**config.mk**
```make
export PLATFORM = sky130hd
export DESIGN_NAME = rgb_seq_pwm
export DESIGN_NICKNAME = d
export VERILOG_FILES = /design/src/rtl/rgb_seq_pwm.sv
export SDC_FILE = /design/constraint.sdc
export NUM_CORES = 1
export LEC_CHECK = 0
export ABC_AREA = 1
export BUFFER_PORTS_ARGS = -buffer_cell sky130_fd_sc_hd__buf_2
export CAP_MARGIN = 5
export CORE_ASPECT_RATIO = 0.8
export CORE_MARGIN = 5
export CORE_UTILIZATION = 38
export CTS_CLUSTER_SIZE = 12
export DETAILED_ROUTE_END_ITERATION = 16
export GPL_TIMING_DRIVEN = 0
export PLACE_DENSITY = 0.49
export SETUP_SLACK_MARGIN = 0.4
export SYNTH_ARGS = -nofsm -noshare
export SYNTH_HDL_FRONTEND = slang
export SYNTH_SLANG_ARGS = --single-unit
```
**constraint.sdc**
```tcl
create_clock -name clk -period 8.25 [get_ports clk]
set_input_delay 0.4125 -clock clk [delete_from_list [all_inputs] [get_ports clk]]
set_output_delay 0.4125 -clock clk [all_outputs]
set_load 0.02 [all_outputs]
```
**src/rtl/rgb_seq_pwm.sv**
```systemverilog
// Sequenced multi-channel LED PWM driver: OFF, ROTATE, BREATHE and CROSSFADE
// patterns. Duties update only on PWM period boundaries to avoid glitches.
module rgb_seq_pwm #(
  parameter int CHANNELS    = 3,
  parameter int PWM_BITS    = 8,
  parameter int STEP_CYCLES = 4_000_000,
  parameter int FADE_CYCLES = 7812,
  localparam int CH_W       = (CHANNELS > 1) ? $clog2(CHANNELS) : 1
) (
  input  logic                clk,
  input  logic                rst_n,
  input  logic [1:0]          mode,
  input  logic [PWM_BITS-1:0] brightness,
  output logic [CHANNELS-1:0] pwm,
  output logic [CH_W-1:0]     active_ch,
  output logic                step
);

  localparam int SP_W = (STEP_CYCLES > 1) ? $clog2(STEP_CYCLES) : 1;
  localparam int FP_W = (FADE_CYCLES > 1) ? $clog2(FADE_CYCLES) : 1;

  localparam logic [PWM_BITS-1:0] MAX       = {PWM_BITS{1'b1}};
  localparam logic [PWM_BITS-1:0] LVL_ZERO  = {PWM_BITS{1'b0}};
  localparam logic [PWM_BITS-1:0] LVL_ONE   = PWM_BITS'(1);
  localparam logic [PWM_BITS-1:0] LVL_TOP   = MAX - LVL_ONE;
  localparam logic [SP_W-1:0]     STEP_LAST = SP_W'(STEP_CYCLES - 1);
  localparam logic [FP_W-1:0]     FADE_LAST = FP_W'(FADE_CYCLES - 1);
  localparam logic [CH_W-1:0]     CH_LAST   = CH_W'(CHANNELS - 1);
  localparam logic [CH_W-1:0]     CH_ZERO   = {CH_W{1'b0}};

  typedef enum logic [1:0] {
    MODE_OFF = 2'b00,
    MODE_ROT = 2'b01,
    MODE_BRE = 2'b10,
    MODE_XF  = 2'b11
  } mode_e;

  // (x * b) >> PWM_BITS on the full-width product, upper half kept
  function automatic logic [PWM_BITS-1:0] f_scale(input logic [PWM_BITS-1:0] x,
                                                  input logic [PWM_BITS-1:0] b);
    logic [2*PWM_BITS-1:0] p;
    p = {{PWM_BITS{1'b0}}, x} * {{PWM_BITS{1'b0}}, b};
    return p[2*PWM_BITS-1:PWM_BITS];
  endfunction

  mode_e                             w_mode;
  logic                              w_mode_chg;
  logic                              w_step_tick;
  logic                              w_fade_tick;
  logic [CH_W-1:0]                   w_next_ch;
  logic [CH_W-1:0]                   w_active_nx;
  logic [PWM_BITS-1:0]               w_level_nx;
  logic                              w_dir_nx;
  logic                              w_step_nx;
  logic [SP_W-1:0]                   w_step_pre_nx;
  logic [FP_W-1:0]                   w_fade_pre_nx;
  logic [PWM_BITS-1:0]               w_scaled_lvl;
  logic [PWM_BITS-1:0]               w_scaled_inv;
  logic [CHANNELS-1:0][PWM_BITS-1:0] w_duty_nx;
  logic [CHANNELS-1:0]               w_pwm_nx;

  logic [PWM_BITS-1:0]               r_pwm_cnt;
  logic [CHANNELS-1:0][PWM_BITS-1:0] r_duty_q;
  logic [CHANNELS-1:0]               r_pwm;
  logic [CH_W-1:0]                   r_active_ch;
  logic                              r_step;
  logic [PWM_BITS-1:0]               r_level;
  logic                              r_dir;
  logic [SP_W-1:0]                   r_step_pre;
  logic [FP_W-1:0]                   r_fade_pre;
  logic [1:0]                        r_mode_q;

  assign w_mode       = mode_e'(mode);
  assign w_scaled_lvl = f_scale(r_level, brightness);
  assign w_scaled_inv = f_scale(MAX - r_level, brightness);

  // Sequencer next-state: prescalers, lead channel, fade level/direction, step pulse
  always_comb begin
    w_mode_chg    = (mode != r_mode_q);
    w_step_tick   = (r_step_pre == STEP_LAST);
    w_fade_tick   = (r_fade_pre == FADE_LAST);
    w_active_nx   = r_active_ch;
    w_level_nx    = r_level;
    w_dir_nx      = r_dir;
    w_step_nx     = 1'b0;
    if (r_active_ch == CH_LAST) begin
      w_next_ch = CH_ZERO;
    end else begin
      w_next_ch = r_active_ch + CH_W'(1);
    end
    if (w_step_tick) begin
      w_step_pre_nx = {SP_W{1'b0}};
    end else begin
      w_step_pre_nx = r_step_pre + SP_W'(1);
    end
    if (w_fade_tick) begin
      w_fade_pre_nx = {FP_W{1'b0}};
    end else begin
      w_fade_pre_nx = r_fade_pre + FP_W'(1);
    end

    // A mode change outranks any coincident tick
    if (w_mode_chg) begin
      w_active_nx   = CH_ZERO;
      w_level_nx    = LVL_ZERO;
      w_dir_nx      = 1'b0;
      w_step_pre_nx = {SP_W{1'b0}};
      w_fade_pre_nx = {FP_W{1'b0}};
    end else begin
      case (w_mode)
        MODE_ROT: begin
          if (w_step_tick) begin
            w_active_nx = w_next_ch;
            w_step_nx   = 1'b1;
          end else begin
            w_step_nx   = 1'b0;
          end
        end
        MODE_BRE: begin
          w_active_nx = CH_ZERO;
          if (!w_fade_tick) begin
            w_level_nx = r_level;
          end else if (!r_dir) begin
            w_level_nx = r_level + LVL_ONE;
            w_dir_nx   = (r_level == LVL_TOP);
          end else begin
            w_level_nx = r_level - LVL_ONE;
            w_dir_nx   = (r_level != LVL_ONE);
          end
        end
        MODE_XF: begin
          if (!w_fade_tick) begin
            w_level_nx = r_level;
          end else if (r_level == MAX) begin
            w_active_nx = w_next_ch;
            w_level_nx  = LVL_ZERO;
            w_step_nx   = 1'b1;
          end else begin
            w_level_nx  = r_level + LVL_ONE;
          end
        end
        default: begin
          w_active_nx   = CH_ZERO;
          w_level_nx    = LVL_ZERO;
          w_dir_nx      = 1'b0;
          w_step_pre_nx = {SP_W{1'b0}};
          w_fade_pre_nx = {FP_W{1'b0}};
        end
      endcase
    end
  end

  // Per-channel duty targets for the next PWM period and comparator outputs
  always_comb begin
    for (int i = 0; i < CHANNELS; i++) begin
      w_duty_nx[i] = LVL_ZERO;
      w_pwm_nx[i]  = (r_pwm_cnt < r_duty_q[i]);
      case (w_mode)
        MODE_ROT: begin
          if (CH_W'(i) == r_active_ch) begin
            w_duty_nx[i] = brightness;
          end else begin
            w_duty_nx[i] = LVL_ZERO;
          end
        end
        MODE_BRE: w_duty_nx[i] = w_scaled_lvl;
        MODE_XF: begin
          if (CH_W'(i) == r_active_ch) begin
            w_duty_nx[i] = w_scaled_inv;
          end else if (CH_W'(i) == w_next_ch) begin
            w_duty_nx[i] = w_scaled_lvl;
          end else begin
            w_duty_nx[i] = LVL_ZERO;
          end
        end
        default: w_duty_nx[i] = LVL_ZERO;
      endcase
    end
  end

  // PWM counter, period-aligned duty load and registered PWM outputs
  always_ff @(posedge clk or negedge rst_n) begin
    if (!rst_n) begin
      r_pwm_cnt <= LVL_ZERO;
      r_duty_q  <= '0;
      r_pwm     <= {CHANNELS{1'b0}};
    end else begin
      r_pwm_cnt <= r_pwm_cnt + LVL_ONE;
      r_pwm     <= w_pwm_nx;
      if (r_pwm_cnt == MAX) begin
        r_duty_q <= w_duty_nx;
      end
    end
  end

  // Sequencer state registers and last-sampled mode
  always_ff @(posedge clk or negedge rst_n) begin
    if (!rst_n) begin
      r_active_ch <= CH_ZERO;
      r_step      <= 1'b0;
      r_level     <= LVL_ZERO;
      r_dir       <= 1'b0;
      r_step_pre  <= {SP_W{1'b0}};
      r_fade_pre  <= {FP_W{1'b0}};
      r_mode_q    <= 2'b00;
    end else begin
      r_active_ch <= w_active_nx;
      r_step      <= w_step_nx;
      r_level     <= w_level_nx;
      r_dir       <= w_dir_nx;
      r_step_pre  <= w_step_pre_nx;
      r_fade_pre  <= w_fade_pre_nx;
      r_mode_q    <= mode;
    end
  end

  assign pwm       = r_pwm;
  assign active_ch = r_active_ch;
  assign step      = r_step;

endmodule

```
==> qor.csv <==
stage,metric,value,unit
run_status,status,"complete, no violations",
worst_setup_path,cp_slowest_cell,buf_1,
sta,setup_viol,0,
sta,report.final.slew_viol_count,0,
grt,antenna_found_initial,0,
sta,max_freq,0.1788,GHz
clocking,cts_buffers,9,
sta,period_needed,5593,ps
final_layout,area_growth,8.915,%
worst_setup_path,setup.worst_path.start_class,flip-flop,
clocking,clk_latency,340,ps
die,design.core.area,25110,um^2
synth,synth_area,9600,um^2
worst_setup_path,cp_top_family,adder cells,
sta,worst_pin_slew,840.4,ps
die,rows,52,
die,fp.dieW,187.7,um
place,placed_area,10120,um^2
min_path,min_path_cells,1,
sta,holdWs,267.7,ps
synth,synth_fa_ha_area_share,26.85,%
worst_setup_path,crit_type,reg -> reg,
worst_setup_path,path_buf_inv,6,
worst_setup_path,timing.rr.start,r_level[2],
synth,synthMuxAreaShare,0,%
grt,grt-ovfl-total,0,
route,first_pass_iters,5,
pwr,p_leak,0.006096,uW
sta,rsz0062_at_grt,false,
route,avgViaCountPerCell,4.973,
place,portBuffers,17,
worst_setup_path,crit_chain,"buf_1, buf_1, nand2_1, inv_1, fa_1, fa_1, fa_1, inv_1, fa_1, inv_1, ha_1, a21oi_1, o21ai_0, a21oi_1, nand2_1, nand2_1, nand3_1, nand2_1, inv_1, nand2_1, nand2_1, nand2_1",
sta,fin_ws,2657,ps
place,dp_slack,2683,ps
min_path,hp-start,mode[1],
worst_setup_path,crit_fanout,10,
clocking,htree_levels,3,
place,dp_cells,1713,
route,num_vias,8598,
worst_setup_path,r2r_setup_slack,2660,ps
worst_setup_path,r2r_cells,22,
clocking,clkTransAtPathRegs,70,ps
worst_setup_path,slowest_delay,550,ps
synth,synth_top_flop_cell,dfrtp_1,
sta,fin_tns_setup,0,ps
final_layout,drive_gt1_share,4.484,%
worst_setup_path,arrival,5870,ps
final_layout,final.fill_count,2703,
synth,syn_inst,1371,
pwr,ir_drop,89.35,uV
run,drv_cap,0,
clocking,clkSinkCount,84,
synth,synthSimpleGateAreaFrac,29.87,%
sta,max_slew_margin,43.98,%
grt,grt_start_max_net_pins,61,
final_layout,fin_area,10460,um^2
grt,grt_pass1_vias,8738,
synth,ys_warn_count,0,
synth,synth_xor_area_share,2.281,%
synth,avgSynthCellArea,7.003,um^2
final_layout,insertedDiodeCount,0,
clocking,cts_setup_buffers,0,
worst_setup_path,cp_common_cell,nand2_1,
synth,ys_seq_area_share,21.89,%
worst_setup_path,required,8530,ps
worst_setup_path,worst_setup_path_end_kind,flip-flop,
final_layout,mostFrequentLayoutCells,"nand2_1, inv_1, nand3_1",
place,dpl.hpwl,21690,um
sta,clock_skew,9.210,ps
grt,grt_pass1_wl,45510,um
final_layout,layout_commonest_cell,nand2_1,
grt,track_usage,19.52,%
min_path,hold_path.class,in -> reg,
synth,synthesis.nets,1547,
final_layout,nNetsFinal,1577,
sta,hold_violations,0,
route,avgRoutedWirePerCell,15.54,um
clocking,cts-root-buf,clkbuf_16,
clocking,clockBufferDepth,2,
route,drcViolationCount,0,
final_layout,final-instance-count-excl-fill,1729,
route,drt_wl_total,26880,um
synth,yosys.cell_types.count,43,
die,pin_count,18,
route,ant_nets,0,
synth,ys_seq_elements,84,
sta,timing.final.crit_share,67.79,%
clocking,post_cts_resized,0,
die,dieArea,28560,um^2
route,drtIter0Drc,534,
synth,synth_top_family_by_area,simple AND/OR/NAND/NOR gates,
min_path,hold_end,r_mode_q[1],
place,place_congestion,0.9103,
synth,synthArstFlopShare,100.0,%
worst_setup_path,r2r_end,r_duty_q[6],
die,start_util,38.23,%
synth,synth_compound_area_share,7.038,%
die,die_h,152.2,um
synth,synth-edff-count,0,
clocking,cts_tree,built,
pwr,powerDensity,159.7,nW/um^2
routing by layer:
metal | global-route usage [%] | up-vias | wire (um)
met2 | 30.47 | 167 | 11570
met4 | 2.830 | 0 | 196
met1 | 29.22 | 4065 | 13900
met5 | 0 | - | 0
met3 | 3.230 | 13 | 1217
li1 | - | 4353 | -
synth_stat cells (2+ instances only):
library cell | n | area, um^2
fa_1 | 70 | 1401
nor3b_1 | 7 | 52.55
clkbuf_1 | 19 | 71.32
ha_1 | 94 | 1176
o211ai_1 | 3 | 22.52
buf_6 | 2 | 22.52
nand3_1 | 140 | 700.7
a21boi_0 | 3 | 22.52
a41oi_1 | 2 | 17.52
nor3_1 | 13 | 65.06
nand3b_1 | 4 | 30.03
nor4_1 | 2 | 12.51
buf_1 | 7 | 26.28
nand2_1 | 348 | 1306
nand2_2 | 6 | 37.54
nor2_1 | 127 | 476.7
o21ai_1 | 5 | 25.02
inv_2 | 4 | 15.01
xnor2_1 | 11 | 96.34
nor2_2 | 2 | 12.51
nor2_4 | 2 | 22.52
buf_2 | 8 | 40.04
dfrtp_1 | 84 | 2102
a21oi_1 | 54 | 270.3
nand4_1 | 18 | 112.6
a211oi_1 | 2 | 15.01
inv_1 | 259 | 972.2
o22ai_1 | 5 | 31.28
o21ai_0 | 40 | 200.2
xor2_1 | 14 | 122.6
a21o_1 | 4 | 30.03
final cells by class:
| type | count | area [um^2] | area share [%] |
|---|---|---|---|
| multi-input cells | 986 | 6340 | 60.63 |
| flip-flops and latches | 84 | 2102 | 20.10 |
| inverters | 264 | 993.5 | 9.501 |
| well taps | 324 | 405.4 | 3.877 |
| clock buffers | 11 | 252.7 | 2.417 |
| plain buffers | 37 | 165.2 | 1.580 |
| repair buffers | 19 | 125.1 | 1.197 |
| clock inverters | 4 | 72.57 | 0.6940 |
worst reg2reg max path, cell delays in order, from the launching register on:
cell and delay, ps:
dfrtp_1 390, buf_1 450, buf_1 550, nand2_1 100, inv_1 110, fa_1 430, fa_1 520, fa_1 550
inv_1 60, fa_1 530, inv_1 50, ha_1 390, a21oi_1 230, o21ai_0 170, a21oi_1 270, nand2_1 110
nand2_1 110, nand3_1 180, nand2_1 130, inv_1 40, nand2_1 60, nand2_1 60, nand2_1 60
sequential cells by signal (all words and copies together), names as in the netlist:
| signal | cells |
|---|---|
| r_fade_pre | 13 |
| r_dir | 1 |
| r_duty_q | 24 |
| r_mode_q | 2 |
| r_step_pre | 22 |
| active_ch | 2 |
| r_level | 8 |
| pwm | 3 |
| step | 1 |
| r_pwm_cnt | 8 |
worst max path at each step:
stage | start | end | slack, ps | cells past startpoint
4_1_cts | r_level[2] | r_duty_q[6] | 2680 | 22
6_report | r_level[2] | r_duty_q[6] | 2660 | 22
5_1_grt | r_level[2] | r_duty_q[6] | 2220 | 22
3_3_place_gp | brightness[2] | r_duty_q[23] | 2760 | 21
3_5_place_dp | r_level[2] | r_duty_q[6] | 2680 | 22
2_1_floorplan | r_level[2] | r_duty_q[23] | 3690 | 20
stage by stage:
step                power [uW]  utilization (%)
global placement          1224            40.18
CTS                       1680            41.64
global route              1833            41.64
finish                    1670            41.64
detailed placement        1222            40.30
floorplan                 1008                -
timing repair:
item	4_1_cts	5_1_grt
endpoints found under the hold margin	24	0
hold buffers	1	0
setup endpoints to repair	0	0
logic make-up after synthesis:
kind of cell,count (synthesis)
flops,84
compound gates,123
xor+xnor,25
buf+inv,301
simple gates,674
fa+ha+maj,164
power breakdown:
group          leakage (uW)  switching [uW]  internal (uW)
clock network      0.000158             168            280
logic               0.00493             542            263
registers           0.00101            2.69            414
total               0.00610             713            957
No activity file was read; power rests on OpenSTA's default activity.
